<file path="src/rtl/pmp_fault_ctrl_if.sv">
// Request/fault bundle between the request pipeline, trap unit and pmp_fault_ctrl.
// PMP_FAULT_CNT_EN adds the per-cause fault counter signals.
interface pmp_fault_ctrl_if #(
    parameter int REQ_CHANNEL_NUM = 3,
    parameter int ADDR_WIDTH      = 32,
    parameter int CNT_WIDTH       = 16
);
    localparam int CHAN_W = (REQ_CHANNEL_NUM > 1) ? $clog2(REQ_CHANNEL_NUM) : 1;

    logic [REQ_CHANNEL_NUM-1:0]                 v_req_vld;
    logic [REQ_CHANNEL_NUM-1:0][ADDR_WIDTH-1:0] v_req_addr;
    logic [REQ_CHANNEL_NUM-1:0][1:0]            v_req_mode;
    logic [REQ_CHANNEL_NUM-1:0]                 v_pass;
    logic                                       flush;
    logic                                       ovf_clr;
    logic                                       req_stall;
    logic                                       fault_vld;
    logic                                       fault_rdy;
    logic [3:0]                                 fault_cause;
    logic [ADDR_WIDTH-1:0]                      fault_tval;
    logic [CHAN_W-1:0]                          fault_chan;
    logic                                       fault_ovf;
`ifdef PMP_FAULT_CNT_EN
    logic                                       cnt_clr;
    logic [CNT_WIDTH-1:0]                       fault_cnt_inst;
    logic [CNT_WIDTH-1:0]                       fault_cnt_load;
    logic [CNT_WIDTH-1:0]                       fault_cnt_store;

    modport slave (
        input  v_req_vld, v_req_addr, v_req_mode, v_pass, flush, ovf_clr, fault_rdy, cnt_clr,
        output req_stall, fault_vld, fault_cause, fault_tval, fault_chan, fault_ovf,
               fault_cnt_inst, fault_cnt_load, fault_cnt_store
    );
    modport master (
        output v_req_vld, v_req_addr, v_req_mode, v_pass, flush, ovf_clr, fault_rdy, cnt_clr,
        input  req_stall, fault_vld, fault_cause, fault_tval, fault_chan, fault_ovf,
               fault_cnt_inst, fault_cnt_load, fault_cnt_store
    );
`else
    modport slave (
        input  v_req_vld, v_req_addr, v_req_mode, v_pass, flush, ovf_clr, fault_rdy,
        output req_stall, fault_vld, fault_cause, fault_tval, fault_chan, fault_ovf
    );
    modport master (
        output v_req_vld, v_req_addr, v_req_mode, v_pass, flush, ovf_clr, fault_rdy,
        input  req_stall, fault_vld, fault_cause, fault_tval, fault_chan, fault_ovf
    );
`endif
endinterface

</file>
<file path="src/rtl/pmp_fault_ctrl.sv">
// Turns PMP check failures into access-fault trap records queued in a multi-write FIFO.
// Optional per-cause saturating fault counters are enabled with PMP_FAULT_CNT_EN.
module pmp_fault_ctrl #(
    parameter int REQ_CHANNEL_NUM = 3,
    parameter int ADDR_WIDTH      = 32,
    parameter int FIFO_DEPTH      = 4,
    parameter int CNT_WIDTH       = 16
) (
    input  logic            clk,
    input  logic            rst_n,
    pmp_fault_ctrl_if.slave bus
);
    localparam int PW     = $clog2(FIFO_DEPTH);
    localparam int CW     = $clog2(FIFO_DEPTH) + 1;
    localparam int CHAN_W = (REQ_CHANNEL_NUM > 1) ? $clog2(REQ_CHANNEL_NUM) : 1;
    localparam logic [CW-1:0] DEPTH_C = CW'(FIFO_DEPTH);
    localparam logic [CW-1:0] NCH_C   = CW'(REQ_CHANNEL_NUM);

    logic [PW-1:0]         r_wr_ptr;
    logic [PW-1:0]         r_rd_ptr;
    logic [CW-1:0]         r_count;
    logic                  r_ovf;
    logic [3:0]            r_mem_cause [FIFO_DEPTH];
    logic [ADDR_WIDTH-1:0] r_mem_tval  [FIFO_DEPTH];
    logic [CHAN_W-1:0]     r_mem_chan  [FIFO_DEPTH];

    logic [REQ_CHANNEL_NUM-1:0] w_flt;
    logic [PW-1:0]              w_slot [REQ_CHANNEL_NUM];
    logic [CW-1:0]              w_n;
    logic [CW-1:0]              w_space;
    logic                       w_vld;
    logic                       w_pop;
    logic                       w_fits;
    logic                       w_write;
    logic                       w_drop;

    function automatic logic [3:0] f_cause(input logic [1:0] mode);
        case (mode)
            2'b11:   f_cause = 4'd1;
            2'b01:   f_cause = 4'd5;
            2'b10:   f_cause = 4'd7;
            default: f_cause = 4'd0;
        endcase
    endfunction

    // Faulting channels pack into consecutive slots in ascending channel order.
    always_comb begin
        w_flt = '0;
        w_n   = '0;
        for (int unsigned i = 0; i < REQ_CHANNEL_NUM; i++) begin
            w_flt[i]  = bus.v_req_vld[i] & ~bus.v_pass[i] & (bus.v_req_mode[i] != 2'b00);
            w_slot[i] = r_wr_ptr + w_n[PW-1:0];
            if (w_flt[i]) begin
                w_n = w_n + CW'(1);
            end
        end
    end

    assign w_vld   = (r_count != '0);
    assign w_pop   = w_vld & bus.fault_rdy;
    assign w_space = DEPTH_C - r_count + CW'(w_pop);
    assign w_fits  = (w_n <= w_space);
    assign w_write = ~bus.flush & (w_n != '0) & w_fits;
    assign w_drop  = ~bus.flush & ~w_fits;

    always_ff @(posedge clk or negedge rst_n) begin
        if (!rst_n) begin
            r_wr_ptr <= '0;
            r_rd_ptr <= '0;
            r_count  <= '0;
        end else if (bus.flush) begin
            r_wr_ptr <= '0;
            r_rd_ptr <= '0;
            r_count  <= '0;
        end else begin
            if (w_pop) begin
                r_rd_ptr <= r_rd_ptr + PW'(1);
            end
            if (w_write) begin
                r_wr_ptr <= r_wr_ptr + w_n[PW-1:0];
            end
            r_count <= r_count + (w_write ? w_n : '0) - CW'(w_pop);
        end
    end

    always_ff @(posedge clk or negedge rst_n) begin
        if (!rst_n) begin
            r_ovf <= 1'b0;
        end else if (w_drop) begin
            r_ovf <= 1'b1;
        end else if (bus.ovf_clr) begin
            r_ovf <= 1'b0;
        end
    end

    // Entry storage carries no reset; the head is gated by fault_vld.
    always_ff @(posedge clk) begin
        if (w_write) begin
            for (int unsigned i = 0; i < REQ_CHANNEL_NUM; i++) begin
                if (w_flt[i]) begin
                    r_mem_cause[w_slot[i]] <= f_cause(bus.v_req_mode[i]);
                    r_mem_tval[w_slot[i]]  <= bus.v_req_addr[i];
                    r_mem_chan[w_slot[i]]  <= CHAN_W'(i);
                end
            end
        end
    end

    assign bus.fault_vld   = w_vld;
    assign bus.fault_cause = w_vld ? r_mem_cause[r_rd_ptr] : '0;
    assign bus.fault_tval  = w_vld ? r_mem_tval[r_rd_ptr] : '0;
    assign bus.fault_chan  = w_vld ? r_mem_chan[r_rd_ptr] : '0;
    assign bus.fault_ovf   = r_ovf;
    assign bus.req_stall   = ((DEPTH_C - r_count) < NCH_C);

`ifdef PMP_FAULT_CNT_EN
    logic [CW-1:0]        w_k_inst;
    logic [CW-1:0]        w_k_load;
    logic [CW-1:0]        w_k_store;
    logic [CNT_WIDTH-1:0] r_cnt_inst;
    logic [CNT_WIDTH-1:0] r_cnt_load;
    logic [CNT_WIDTH-1:0] r_cnt_store;

    function automatic logic [CNT_WIDTH-1:0] f_sat_add(input logic [CNT_WIDTH-1:0] c,
                                                       input logic [CW-1:0] k);
        logic [CNT_WIDTH:0] s;
        s = {1'b0, c} + (CNT_WIDTH+1)'(k);
        f_sat_add = s[CNT_WIDTH] ? '1 : s[CNT_WIDTH-1:0];
    endfunction

    always_comb begin
        w_k_inst  = '0;
        w_k_load  = '0;
        w_k_store = '0;
        for (int unsigned i = 0; i < REQ_CHANNEL_NUM; i++) begin
            if (w_flt[i]) begin
                case (bus.v_req_mode[i])
                    2'b11:   w_k_inst  = w_k_inst + CW'(1);
                    2'b01:   w_k_load  = w_k_load + CW'(1);
                    2'b10:   w_k_store = w_k_store + CW'(1);
                    default: ;
                endcase
            end
        end
    end

    always_ff @(posedge clk or negedge rst_n) begin
        if (!rst_n) begin
            r_cnt_inst  <= '0;
            r_cnt_load  <= '0;
            r_cnt_store <= '0;
        end else if (bus.cnt_clr) begin
            r_cnt_inst  <= '0;
            r_cnt_load  <= '0;
            r_cnt_store <= '0;
        end else if (w_write) begin
            r_cnt_inst  <= f_sat_add(r_cnt_inst, w_k_inst);
            r_cnt_load  <= f_sat_add(r_cnt_load, w_k_load);
            r_cnt_store <= f_sat_add(r_cnt_store, w_k_store);
        end
    end

    assign bus.fault_cnt_inst  = r_cnt_inst;
    assign bus.fault_cnt_load  = r_cnt_load;
    assign bus.fault_cnt_store = r_cnt_store;
`endif
endmodule

</file>
<file path="src/flat_wrapper.sv">
// flat-port wrapper written by rule: the top's interface ports become plain ports
module pmp_fault_ctrl_flat 
#(
    parameter int REQ_CHANNEL_NUM = 3,
    parameter int ADDR_WIDTH      = 32,
    parameter int FIFO_DEPTH      = 4,
    parameter int CNT_WIDTH       = 16
)
  (clk, rst_n, bus_v_req_vld, bus_v_req_addr, bus_v_req_mode, bus_v_pass, bus_flush, bus_ovf_clr, bus_fault_rdy, bus_req_stall, bus_fault_vld, bus_fault_cause, bus_fault_tval, bus_fault_chan, bus_fault_ovf);
  pmp_fault_ctrl_if #(.REQ_CHANNEL_NUM(REQ_CHANNEL_NUM), .ADDR_WIDTH(ADDR_WIDTH), .CNT_WIDTH(CNT_WIDTH)) bus_i ();
  input  logic clk;
  input  logic rst_n;
  input wire logic [$bits(bus_i.v_req_vld)-1:0] bus_v_req_vld;
  input wire logic [$bits(bus_i.v_req_addr)-1:0] bus_v_req_addr;
  input wire logic [$bits(bus_i.v_req_mode)-1:0] bus_v_req_mode;
  input wire logic [$bits(bus_i.v_pass)-1:0] bus_v_pass;
  input wire logic [$bits(bus_i.flush)-1:0] bus_flush;
  input wire logic [$bits(bus_i.ovf_clr)-1:0] bus_ovf_clr;
  input wire logic [$bits(bus_i.fault_rdy)-1:0] bus_fault_rdy;
  output wire logic [$bits(bus_i.req_stall)-1:0] bus_req_stall;
  output wire logic [$bits(bus_i.fault_vld)-1:0] bus_fault_vld;
  output wire logic [$bits(bus_i.fault_cause)-1:0] bus_fault_cause;
  output wire logic [$bits(bus_i.fault_tval)-1:0] bus_fault_tval;
  output wire logic [$bits(bus_i.fault_chan)-1:0] bus_fault_chan;
  output wire logic [$bits(bus_i.fault_ovf)-1:0] bus_fault_ovf;
  assign bus_i.v_req_vld = bus_v_req_vld;
  assign bus_i.v_req_addr = bus_v_req_addr;
  assign bus_i.v_req_mode = bus_v_req_mode;
  assign bus_i.v_pass = bus_v_pass;
  assign bus_i.flush = bus_flush;
  assign bus_i.ovf_clr = bus_ovf_clr;
  assign bus_i.fault_rdy = bus_fault_rdy;
  assign bus_req_stall = bus_i.req_stall;
  assign bus_fault_vld = bus_i.fault_vld;
  assign bus_fault_cause = bus_i.fault_cause;
  assign bus_fault_tval = bus_i.fault_tval;
  assign bus_fault_chan = bus_i.fault_chan;
  assign bus_fault_ovf = bus_i.fault_ovf;
  pmp_fault_ctrl #(.REQ_CHANNEL_NUM(REQ_CHANNEL_NUM), .ADDR_WIDTH(ADDR_WIDTH), .FIFO_DEPTH(FIFO_DEPTH), .CNT_WIDTH(CNT_WIDTH)) u_core (.clk(clk), .rst_n(rst_n), .bus(bus_i));
endmodule
</file>
<file path="config.mk">
export PLATFORM = sky130hd
export DESIGN_NAME = pmp_fault_ctrl_flat
export DESIGN_NICKNAME = d
export VERILOG_FILES = /design/src/rtl/pmp_fault_ctrl_if.sv /design/src/rtl/pmp_fault_ctrl.sv /design/src/flat_wrapper.sv
export SDC_FILE = /design/constraint.sdc
export NUM_CORES = 1
export LEC_CHECK = 0
export CAP_MARGIN = 20
export CELL_PAD_IN_SITES_DETAIL_PLACEMENT = 1
export CELL_PAD_IN_SITES_GLOBAL_PLACEMENT = 1
export CORE_ASPECT_RATIO = 2
export CORE_MARGIN = 2
export CORE_UTILIZATION = 41
export DETAILED_ROUTE_END_ITERATION = 8
export GPL_TIMING_DRIVEN = 1
export HOLD_SLACK_MARGIN = 0.03
export PLACE_DENSITY_LB_ADDON = 0.1
export SKIP_LAST_GASP = 1
export SLEW_MARGIN = 20
export SYNTH_ARGS = -nofsm -noshare
export SYNTH_HDL_FRONTEND = slang
export SYNTH_SLANG_ARGS = --single-unit
</file>
<file path="constraint.sdc">
create_clock -name clk -period 4.4 [get_ports clk]
set_input_delay 0.66 -clock clk [delete_from_list [all_inputs] [get_ports clk]]
set_output_delay 0.66 -clock clk [all_outputs]
set_load 0.005 [all_outputs]
</file>
### Yosys cells after proc, flatten, opt, wreduce, memory -nomap -nowiden

Memory sizes are Yosys's and may differ from the RTL's.
Index checks and enable logic that the tools add are counted.

* add/subtract/negate cells: 10
* reductions and logical operators: 8
* order comparisons: 2
* mux-type cells: 32
* eq/ne operators: 9
* bitwise operators: 15

Operators by type and width (number)
* $mux 32: 1
* $mux 4: 7
* $pmux 3 s3: 3
* $eq 2x2->1 const B: 6
* $mux 1: 12
* $mux 3: 4
* $reduce_bool 2->1: 6
* $and 1x1->1: 10
* $mux 2: 5
* $eq 2x1->1 const B: 3
* $reduce_bool 3->1: 2
* $not 1->1: 5
* $add 2x2->2: 2
* $add 3x1->3: 1
* $add 3x1->3 const B: 1
* $add 3x3->3: 1
* $le 3x3->1: 1
* $lt 3x2->1 const B: 1
* $sub 3x1->3: 1
* $sub 3x3->3 const A: 1
* $add 1x1->2 const B: 1
* $add 2x1->2: 1
* $add 2x1->2 const B: 1

* memories: 3
* word-level logic and storage cells: 83
* RAM bits: 152
* bits of input ports: 113
* output and inout port bits: 41
* register bits after elaboration: 8

Memory list
* u_core.r_mem_tval: words 4, bits a word 32, rd ports 1, clocked after Yosys merged registers in 0, write ports 3, line pmp_fault_ctrl.sv:24 `logic [ADDR_WIDTH-1:0] r_mem_tval [FIFO_DEPTH];`
* u_core.r_mem_cause: words 4, bits a word 4, rd ports 1, clocked after Yosys merged registers in 0, write ports 3, line pmp_fault_ctrl.sv:23 `logic [3:0] r_mem_cause [FIFO_DEPTH];`
* u_core.r_mem_chan: words 4, bits a word 2, rd ports 1, clocked after Yosys merged registers in 0, write ports 3, line pmp_fault_ctrl.sv:25 `logic [CHAN_W-1:0] r_mem_chan [FIFO_DEPTH];`

### Logic depth before layout (Yosys ltp)

Gate-level depths: netlist (run 1).

* word-level depth: 15
* depth in mapped cells: 20
* gate-level depth less buffers: 19

### Worst setup path before layout (run 1)

OpenSTA, ideal clock, no wires.

* path type: input to register
* start point: input bus_v_req_mode[0]
* end point: memory u_core.r_mem_cause[1][0] (enable)
* stages: 14
* buffers on the path: 2
* data required time: 3963 ps
* path slack: -701 ps
* data arrival time: 4664 ps
* library setup time: 437 ps
* cell sequence: inv_1 > ha_1 > nor2_1 > nand2_1 > inv_1 > ha_1 > mux2i_1 > inv_1 > ha_1 > a211o_1 > a21o_1 > clkbuf_1 > clkbuf_1 > o211ai_1

RTL lines
* from (decl): line flat_wrapper.sv:15 `input wire logic [$bits(bus_i.v_req_mode)-1:0] bus_v_req_mode;`
* to (decl): line pmp_fault_ctrl.sv:23

### Final worst setup path (run 1)

* start point: input bus_v_req_mode[1]
* end point: register u_core.r_count[2]

* word-level cells in the longest chain between the ends: 14
* elaborated cells on any way between the ends: 15
* classes of those cells: add/sub (4); order compare (1); mux (5); bitwise (3); reduce/logical (2)

Ends and longest elaborated chain
* $reduce_bool 2->1 (*): line pmp_fault_ctrl.sv:51 `w_flt[i] = bus.v_req_vld[i] & ~bus.v_pass[i] & (bus.v_req_mode[i] != 2'b00);`
* $and 1x1->1 (*): line pmp_fault_ctrl.sv:51
* $mux 1 (*): line pmp_fault_ctrl.sv:53 `if (w_flt[i]) begin`
* $add 1x1->2: line pmp_fault_ctrl.sv:54 `w_n = w_n + CW'(1);`
* $mux 3 (*): line pmp_fault_ctrl.sv:53
* $add 3x1->3: line pmp_fault_ctrl.sv:54
* $mux 3 (*): line pmp_fault_ctrl.sv:53
* branches (longest 3 deep; another with $le 3x3->1)
* $mux 3 (*): line pmp_fault_ctrl.sv:82 `r_count <= r_count + (w_write ? w_n : '0) - CW'(w_pop);`
* $add 3x3->3 (*): line pmp_fault_ctrl.sv:82
* $sub 3x1->3 (*): line pmp_fault_ctrl.sv:82
* $mux 3 (*): line pmp_fault_ctrl.sv:71 `end else if (bus.flush) begin`
* to (signal assigned): line pmp_fault_ctrl.sv:82
* to (decl): line pmp_fault_ctrl.sv:21 `logic [CW-1:0] r_count;`

Every way passes the cells marked *.
A chain may end at the register's enable or synchronous reset.

==> metrics.csv, run 1 <==
stage,metric,value,unit
floorplan,initial core utilization,41.7,%
run,max cap viols,0,
logic_synthesis,Gate Count Post-Synth,788,
cts,maximum clock path buffer count,2,
pwr,Pwr Density,426,nW/um^2
finish,area of the multi-input gates,5430,um^2
logic_synthesis,number of flops mapped to enable cells by yosys,140,
grt,gr usage total,26.4,%
finish,layout cells sized above 1,32.3,%
grt,vias in the first global route,8694,
timing,fin crit share,94.6,%
logic_synthesis,ys async rst share,5.13,%
timing,TNS Setup,0,ns
cts,cts repair resizes,0,
floorplan,Die Area,26300,um^2
route,post-route ant nets,0,
cts,Sink Count,156,
cts,# H-tree levels,4,
floorplan,Die Y,227,um
place,RePlAce Congestion,0.798,
grt,Overflow after GRT,0,
cts,# hold bufs at CTS,0,
finish,Layout Nets,1103,
floorplan,core area,24500,um^2
logic_synthesis,Mean Syn Cell Area,13.0,um^2
floorplan,die width,116,um
cts,clk_lat worst skew,0.44,ns
route,post-DR wirelength/cell,25.6,um
route,via count,7674,
cts,TritonCTS Buffers,17,
place,Placed Cells,1278,
route,DRC Markers,0,
worst_setup_path,critical path data required time,4.75,ns
timing,fin crit period,4.16,ns
timing,final slew viol count,0,
finish,"commonest non-fill, non-tap cells in the layout","150 x clkdlybuf4s50_1, 147 x mux2_2, 140 x edfxtp_1, 62 x mux2_1, 56 x buf_4",
timing,"Setup violations, final",0,
route,drt pass-1 iters,5,
worst_hold_path,HP Class,flop to flop,
timing,slew margin rel.,37.6,%
grt,initial antenna violation count,0,
finish,ANT cells,0,
pwr,Pleak,4.57,nW
timing,Least-Margin Pin Slew,0.936,ns
grt,first-pass GRT wire length,50800,um
pwr,Pwr Total,5.66,mW
run_status,status,finished clean,
finish,Register Area,4570,um^2
cts,clk slew on worst S/H paths,0.06,ns
finish,fin util,54.1,%
worst_setup_path,Setup crit end kind,flop,
pwr,VDD IR max,532,uV
route,total wire length,33500,um
floorplan,num ports,154,
worst_setup_path,CP arrival,4.51,ns
route,Starting DRT DRC Count,408,
cts,TritonCTS clock tree,built,
worst_setup_path,Setup crit start kind,input port,
timing,Final Hold Vio Count,0,
worst_setup_path,crit-path max FO,3,
logic_synthesis,Netlist cell types,53,
logic_synthesis,syn nets,926,
logic_synthesis,synthesized flop and latch total,156,
logic_synthesis,post-synth design cell area,10200,um^2
timing,max frequency,0.240,GHz
finish,fillers,2515,
place,HPWL after DPL,21900,um
finish,Layout area overhead,29.9,%
place,Buffers on Ports,152,
grt,largest net degree at the start of global routing,55,
finish,Layout Cells excl Fill,1310,
worst_setup_path,CP Class,input port to flop,
logic_synthesis,Yosys Warn Count,0,
finish,"commonest non-fill, non-tap cell in the layout",clkdlybuf4s50_1,
logic_synthesis,sequential fraction of the synthesis area,44.7,%
cts,postcts setup bufs,0,
logic_synthesis,dominant synthesized flop cell,edfxtp_1,
floorplan,num rows,81,
cts,Clock Tree Root,clkbuf_16,
timing,unrepaired setup endpoints after global routing,no,
route,post-DR vias/cell,5.86,
timing,clk_skew,0.00786,ns
## cells in the mapped netlist, drive strengths merged, types with 13 or more instances
master	number	area (um^2)
o21ai	39	195
inv	23	86.3
a2bb2oi	27	236
nand3	38	190
clkbuf	36	135
and2	37	231
mux4	37	833
ha	24	300
mux2	209	2350
nor2	13	48.8
buf	28	154
edfxtp	140	4200
a21o	28	210
## worst paths after layout
check | start | cells after the start | slack [ns] | end
max in group asynchronous | rst_n | 1 | 3.57 | u_core.r_rd_ptr[0]$_DFFE_PN0P_
min in group asynchronous | rst_n | 1 | 0.51 | u_core.r_rd_ptr[0]$_DFFE_PN0P_
min reg2reg | u_core.r_mem_chan[1][1]$_SDFFE_PP1P_ | 2 | 0.47 | u_core.r_mem_chan[1][1]$_SDFFE_PP1P_
min | u_core.r_mem_chan[1][1]$_SDFFE_PP1P_ | 2 | 0.47 | u_core.r_mem_chan[1][1]$_SDFFE_PP1P_
max reg2reg | u_core.r_count[0]$_DFF_PN0_ | 17 | 0.28 | u_core.r_count[2]$_DFF_PN0_
max | bus_v_req_mode[1] | 17 | 0.24 | u_core.r_count[2]$_DFF_PN0_
## stage by stage
step	cell area [um^2]	setup slack (ns)	hold WS, ns
after floorplan	10300	-0.442	0.364
after global placement	12700	-0.360	0.449
after detailed placement	12700	-0.444	0.463
after CTS	13300	0.0184	0.472
after global routing	13300	0.0186	0.501
final	13300	0.238	0.472
## area by class of cell
type / instances / share of cell area, %
inverter: 23 / 0.839
sequential: 156 / 34.4
clock buffer: 22 / 3.35
tap: 332 / 3.13
multi-input combinational: 545 / 40.9
timing repair buffer: 222 / 16.8
clock inverter: 10 / 0.566
## power by group
part	switching [mW]	internal [mW]
clock	0.595	0.766
sequential	0.151	1.75
combinational	1.13	1.26
## registers in the layout (all words and copies together) (netlist names)
| name | flops |
|---|---|
| u_core.r_mem_cause | 12 |
| u_core.bus.fault_ovf | 1 |
| u_core.r_count | 3 |
| u_core.r_mem_tval | 128 |
| u_core.r_mem_chan | 8 |
| u_core.r_rd_ptr | 2 |
| u_core.r_wr_ptr | 2 |
## routing by layer
metal | wire (um) | global-route usage (%) | vias up
li1 | - | - | 3408
met1 | 12900 | 29.9 | 3986
met2 | 18600 | 49.3 | 221
met3 | 1240 | 3.91 | 59
met4 | 784 | 9.29 | 0
met5 | 0 | 0 | -
## kinds of logic (layout without fill, tap and decap cells)
family | Yosys count | in the layout | synth area share [%]
compound gates | 127 | 127 | 8.74
simple gates | 131 | 131 | 7.20
xor+xnor | 11 | 11 | 0.943
fa+ha+maj | 25 | 25 | 3.14
buf+inv | 87 | 277 | 3.67
flops | 156 | 156 | 44.7
other cells | 1 | 1 | 0.0367
mux | 250 | 250 | 31.6
## worst max-delay path, cell delays in order
cell,delay [ns]
clkdlybuf4s50_1,0.49
inv_2,0.06
ha_4,0.15
nor2_1,0.11
nand2_2,0.11
ha_4,0.27
and3_1,0.17
ha_1,0.25
a211o_4,0.32
a21o_2,0.22
or3_1,0.32
ha_1,0.33
fa_1,0.44
xor2_1,0.16
xnor2_1,0.13
and3_1,0.18
nor3_1,0.15
(Power assumes the default switching activity.)
==> run 2: changes to the inputs <==
--- a/config.mk
+++ b/config.mk
@@ -5,12 +5,13 @@
 export SDC_FILE = /design/constraint.sdc
 export NUM_CORES = 1
 export LEC_CHECK = 0
+export ABC_AREA = 1
 export CAP_MARGIN = 20
 export CELL_PAD_IN_SITES_DETAIL_PLACEMENT = 1
 export CELL_PAD_IN_SITES_GLOBAL_PLACEMENT = 1
 export CORE_ASPECT_RATIO = 2
 export CORE_MARGIN = 2
-export CORE_UTILIZATION = 41
+export CORE_UTILIZATION = 36
 export DETAILED_ROUTE_END_ITERATION = 8
 export GPL_TIMING_DRIVEN = 1
 export HOLD_SLACK_MARGIN = 0.03
==> run 2 against run 1 <==
Combinational power rose by 13%. Synthesized cell count rose by 88%. Sequential share of layout area fell by 0.50 points. Design area rose by 1.4%. Setup slack improved by 0.078 ns. Total power rose by 7.6%. Clock skew fell by 0.0016 ns. First-iteration DRC count rose by 86%. Sequential power barely moved. Non-clock buffer count rose by 4. Routed wire length rose by 26%. Critical path depth fell by 12. Critical path type is now flop to output pin. Critical endpoint is now bus_fault_tval[22]. Largest cell class unchanged. Largest power group unchanged.
==> metrics.csv, run 2 <==
stage,metric,value,unit,change
route,total wire length,42300,um,was 33500 um
timing,slew margin rel.,31.0,%,was 37.6%
worst_hold_path,Min-Delay Startpoint,u_core.r_mem_chan[1][0]$_SDFFE_PP0P_,,was u_core.r_mem_chan[1][1]$_SDFFE_PP1P_
route,post-DR wirelength/cell,21.2,um,was 25.6 um
worst_setup_path,Crit path depth,5,,was 17
worst_setup_path,Top delay family on crit path,buffers and inverters,,was adder cells
place,RePlAce Congestion,0.831,,was 0.798
finish,fillers,3616,,was 2515
timing,Final Hold Vio Count,0,,unchanged
logic_synthesis,syn nets,1619,,was 926
logic_synthesis,top cell type's share of synthesized area,40.0,%,was 41.2%
grt,vias in the first global route,11800,,was 8694
cts,maximum clock path buffer count,2,,unchanged
finish,Register Area,4570,um^2,about the same
finish,max FFs per register,128,,unchanged
logic_synthesis,ys async rst share,5.13,%,unchanged
timing,final slew viol count,0,,unchanged
floorplan,Die Y,246,um,was 227 um
worst_setup_path,slowest cell on the critical path,dfrtp_2,,was clkdlybuf4s50_1
finish,layout cells sized above 1,8.06,%,was 32.3%
worst_setup_path,Worst setup endpoint,bus_fault_tval[22],,was u_core.r_count[2]$_DFF_PN0_
logic_synthesis,Post-synth top cells,"514 x nand2_1, 260 x nand3_1, 160 x nor2_1",,"was 147 x mux2_2, 140 x edfxtp_1, 62 x mux2_1"
timing,fin crit period,4.08,ns,was 4.16 ns
grt,initial antenna violation count,0,,unchanged
cts,TritonCTS Buffers,17,,unchanged
worst_setup_path,reg-to-reg critical path startpoint,u_core.r_count[0]$_DFF_PN0_,,unchanged
route,DRC Markers,0,,unchanged
timing,final hold slack,0.462,ns,was 0.472 ns
logic_synthesis,Gate Count Post-Synth,1481,,was 788
grt,largest net degree at the start of global routing,58,,was 55
timing,fin crit share,92.8,%,was 94.6%
logic_synthesis,Netlist cell types,30,,was 53
floorplan,initial core utilization,36.5,%,was 41.7%
grt,Overflow after GRT,0,,unchanged
worst_setup_path,CP Class,flop to output pin,,was input port to flop
pwr,VDD IR max,385,uV,was 532 uV
cts,TritonCTS clock tree,built,,unchanged
logic_synthesis,Yosys Warn Count,0,,unchanged
logic_synthesis,synthesized flop and latch total,156,,unchanged
worst_setup_path,critical path data required time,3.74,ns,was 4.75 ns
finish,Layout Nets,1763,,was 1103
pwr,Pwr Density,453,nW/um^2,was 426 nW/um^2
worst_setup_path,Setup crit end kind,output pin,,was flop
logic_synthesis,number of flops mapped to enable cells by yosys,140,,unchanged
floorplan,Die Area,30600,um^2,was 26300 um^2
logic_synthesis,Yosys top cell by area,edfxtp_1,,unchanged
finish,"commonest non-fill, non-tap cells in the layout","512 x nand2_1, 254 x nand3_1, 160 x nor2_1, 152 x clkdlybuf4s50_1, 140 x edfxtp_1",,"was 150 x clkdlybuf4s50_1, 147 x mux2_2, 140 x edfxtp_1, 62 x mux2_1, 56 x buf_4"
finish,Layout area overhead,28.2,%,was 29.9%
run_status,status,finished clean,,unchanged
logic_synthesis,Mean Syn Cell Area,7.09,um^2,was 13.0 um^2
logic_synthesis,top post-synthesis cells by area,"edfxtp_1 40%, nand2_1 18%, nand3_1 12%",,"was edfxtp_1 41%, mux2_2 16%, mux4_2 8.2%"
route,post-route ant nets,0,,unchanged
worst_setup_path,r2r worst-path depth,22,,was 17
floorplan,num rows,88,,was 81
logic_synthesis,dominant synthesized flop cell,edfxtp_1,,unchanged
pwr,Pleak,6.00,nW,was 4.57 nW
route,via count,10900,,was 7674
run,max cap viols,0,,unchanged
worst_setup_path,Setup crit start kind,flop,,was input port
floorplan,core area,28700,um^2,was 24500 um^2
grt,gr usage total,27.8,%,was 26.4%
logic_synthesis,top-count cell post-synth,nand2_1,,was mux2_2
cts,Sink Count,156,,unchanged
timing,"Setup violations, final",0,,unchanged
route,Starting DRT DRC Count,759,,was 408
route,drt pass-1 iters,5,,unchanged
route,post-DR vias/cell,5.46,,was 5.86
place,Buffers on Ports,152,,unchanged
timing,Least-Margin Pin Slew,1.04,ns,was 0.936 ns
finish,"commonest non-fill, non-tap cell in the layout",nand2_1,,was clkdlybuf4s50_1
timing,max frequency,0.245,GHz,was 0.240 GHz
floorplan,num ports,154,,unchanged
finish,ANT cells,0,,unchanged
timing,unrepaired setup endpoints after global routing,no,,unchanged
worst_setup_path,reg2reg end,u_core.r_count[2]$_DFF_PN0_,,unchanged
cts,clk_lat worst skew,0.45,ns,was 0.44 ns
worst_setup_path,crit-path max FO,39,,was 3
cts,Clock Tree Root,clkbuf_16,,unchanged
cts,# H-tree levels,4,,unchanged
worst_setup_path,WP buf/inv,2,,unchanged
worst_setup_path,Critical Path Max Stage Delay,1.03,ns,was 0.49 ns
place,HPWL after DPL,28400,um,was 21900 um
cts,postcts setup bufs,0,,unchanged
cts,clk slew on worst S/H paths,0.06,ns,about the same
worst_hold_path,HP Class,flop to flop,,unchanged
floorplan,die width,125,um,was 116 um
finish,area of the multi-input gates,5080,um^2,was 5430 um^2
worst_setup_path,FF-to-FF setup slack,0.36,ns,was 0.28 ns
logic_synthesis,sequential fraction of the synthesis area,43.5,%,was 44.7%
worst_setup_path,CP Cell Sequence,inv_2 -> nor2_1 -> o21ai_0 -> a21oi_1 -> clkdlybuf4s50_1,,was clkdlybuf4s50_1 -> inv_2 -> ha_4 -> nor2_1 -> nand2_2 -> ha_4 -> and3_1 -> ha_1 -> a211o_4 -> a21o_2 -> or3_1 -> ha_1 -> fa_1 -> xor2_1 -> xnor2_1 -> and3_1 -> nor3_1
grt,first-pass GRT wire length,64800,um,was 50800 um
worst_setup_path,CP arrival,3.42,ns,was 4.51 ns
timing,clk_skew,0.00629,ns,was 0.00786 ns
logic_synthesis,post-synth design cell area,10500,um^2,was 10200 um^2
worst_setup_path,CP startpoint,u_core.r_rd_ptr[1]$_DFFE_PN0P_,,was bus_v_req_mode[1]
finish,fin util,46.8,%,was 54.1%
## run 2: where the power goes
part	leakage [nW]	internal (mW)	switching [mW]
clock network	0.273	0.882	0.617
logic	4.29	1.08	1.62
registers	1.43	1.79	0.105
total	6.00	3.75	2.34
## run 2: logic make-up (layout without fill, tap and decap cells)
group | after synthesis | in the layout | synth area share (%)
and+or+nand+nor | 952 | 952 | 37.7
adders and majority gates | 25 | 25 | 3.05
buffers and inverters | 213 | 370 | 8.84
xor gates and xnor gates | 8 | 8 | 0.739
AOI/OAI and AO/OA | 126 | 126 | 6.14
DFF | 156 | 156 | 43.5
other | 1 | 1 | 0.0357
## run 2: timing repair
| action | CTS | global route |
|---|---|---|
| hold buffers | 0 | 0 |
| gates resized for setup | 0 | 2 |
| setup endpoints to repair | 0 | 1 |
## run 2: per-stage QoR
stage	TNS, ns	setup WS, ns	total power [mW]	instance area (um^2)	std cells
after floorplan	0	0.0783	3.21	10500	1481
after global placement	-0.171	-0.171	4.57	12900	1966
after detailed placement	-0.216	-0.216	4.63	12900	1966
after CTS	0	0.240	6.13	13400	1998
after global routing	0	0.0279	6.41	13500	1998
final	0	0.316	6.09	13500	1998
## run 2: worst reg2reg max path, stage by stage, from the launching register on
cell and delay (ns):
dfrtp_1 0.42, inv_1 0.09, ha_1 0.16, ha_2 0.20, inv_1 0.06, nand2_1 0.13
inv_1 0.10, ha_1 0.20, ha_1 0.20, xor2_1 0.17, ha_1 0.31, a21oi_1 0.15
nand2_1 0.11, a21oi_4 0.15, nand2_2 0.07, inv_1 0.07, nand2_1 0.05, ha_1 0.31
fa_1 0.44, xnor2_1 0.14, xor2_1 0.15, o21ai_0 0.19, nor2_1 0.06
## run 2: cell type report
type	instances	area share (%)
clock buffer	19	3.22
tap	360	3.35
inverter	112	3.12
multi-input combinational	1112	37.7
timing repair buffer	226	17.6
clock inverter	13	1.12
sequential	156	33.9
## run 2: how the worst min path moves through the flow
| stage | end | cells past startpoint |
|---|---|---|
| 6_report | u_core.r_mem_chan[1][0]$_SDFFE_PP0P_ | 2 |
| 5_1_grt | u_core.r_mem_chan[1][0]$_SDFFE_PP0P_ | 2 |
| 4_1_cts | u_core.r_mem_chan[1][0]$_SDFFE_PP0P_ | 2 |
| 3_5_place_dp | u_core.r_mem_chan[1][0]$_SDFFE_PP0P_ | 2 |
| 3_3_place_gp | u_core.r_mem_chan[1][0]$_SDFFE_PP0P_ | 2 |
| 2_1_floorplan | u_core.bus.fault_ovf$_DFFE_PN0P_ | 0 |
## run 2: metal layers
| metal | part of all wire [%] | GRT usage, % | vias to the layer above |
|---|---|---|---|
| met2 | 56 | 54.4 | 352 |
| met1 | 36 | 28.7 | 5335 |
| met4 | 4.3 | 13.2 | 0 |
| li1 | - | - | 5099 |
| met5 | 0 | 0 | - |
| met3 | 4.0 | 3.74 | 121 |
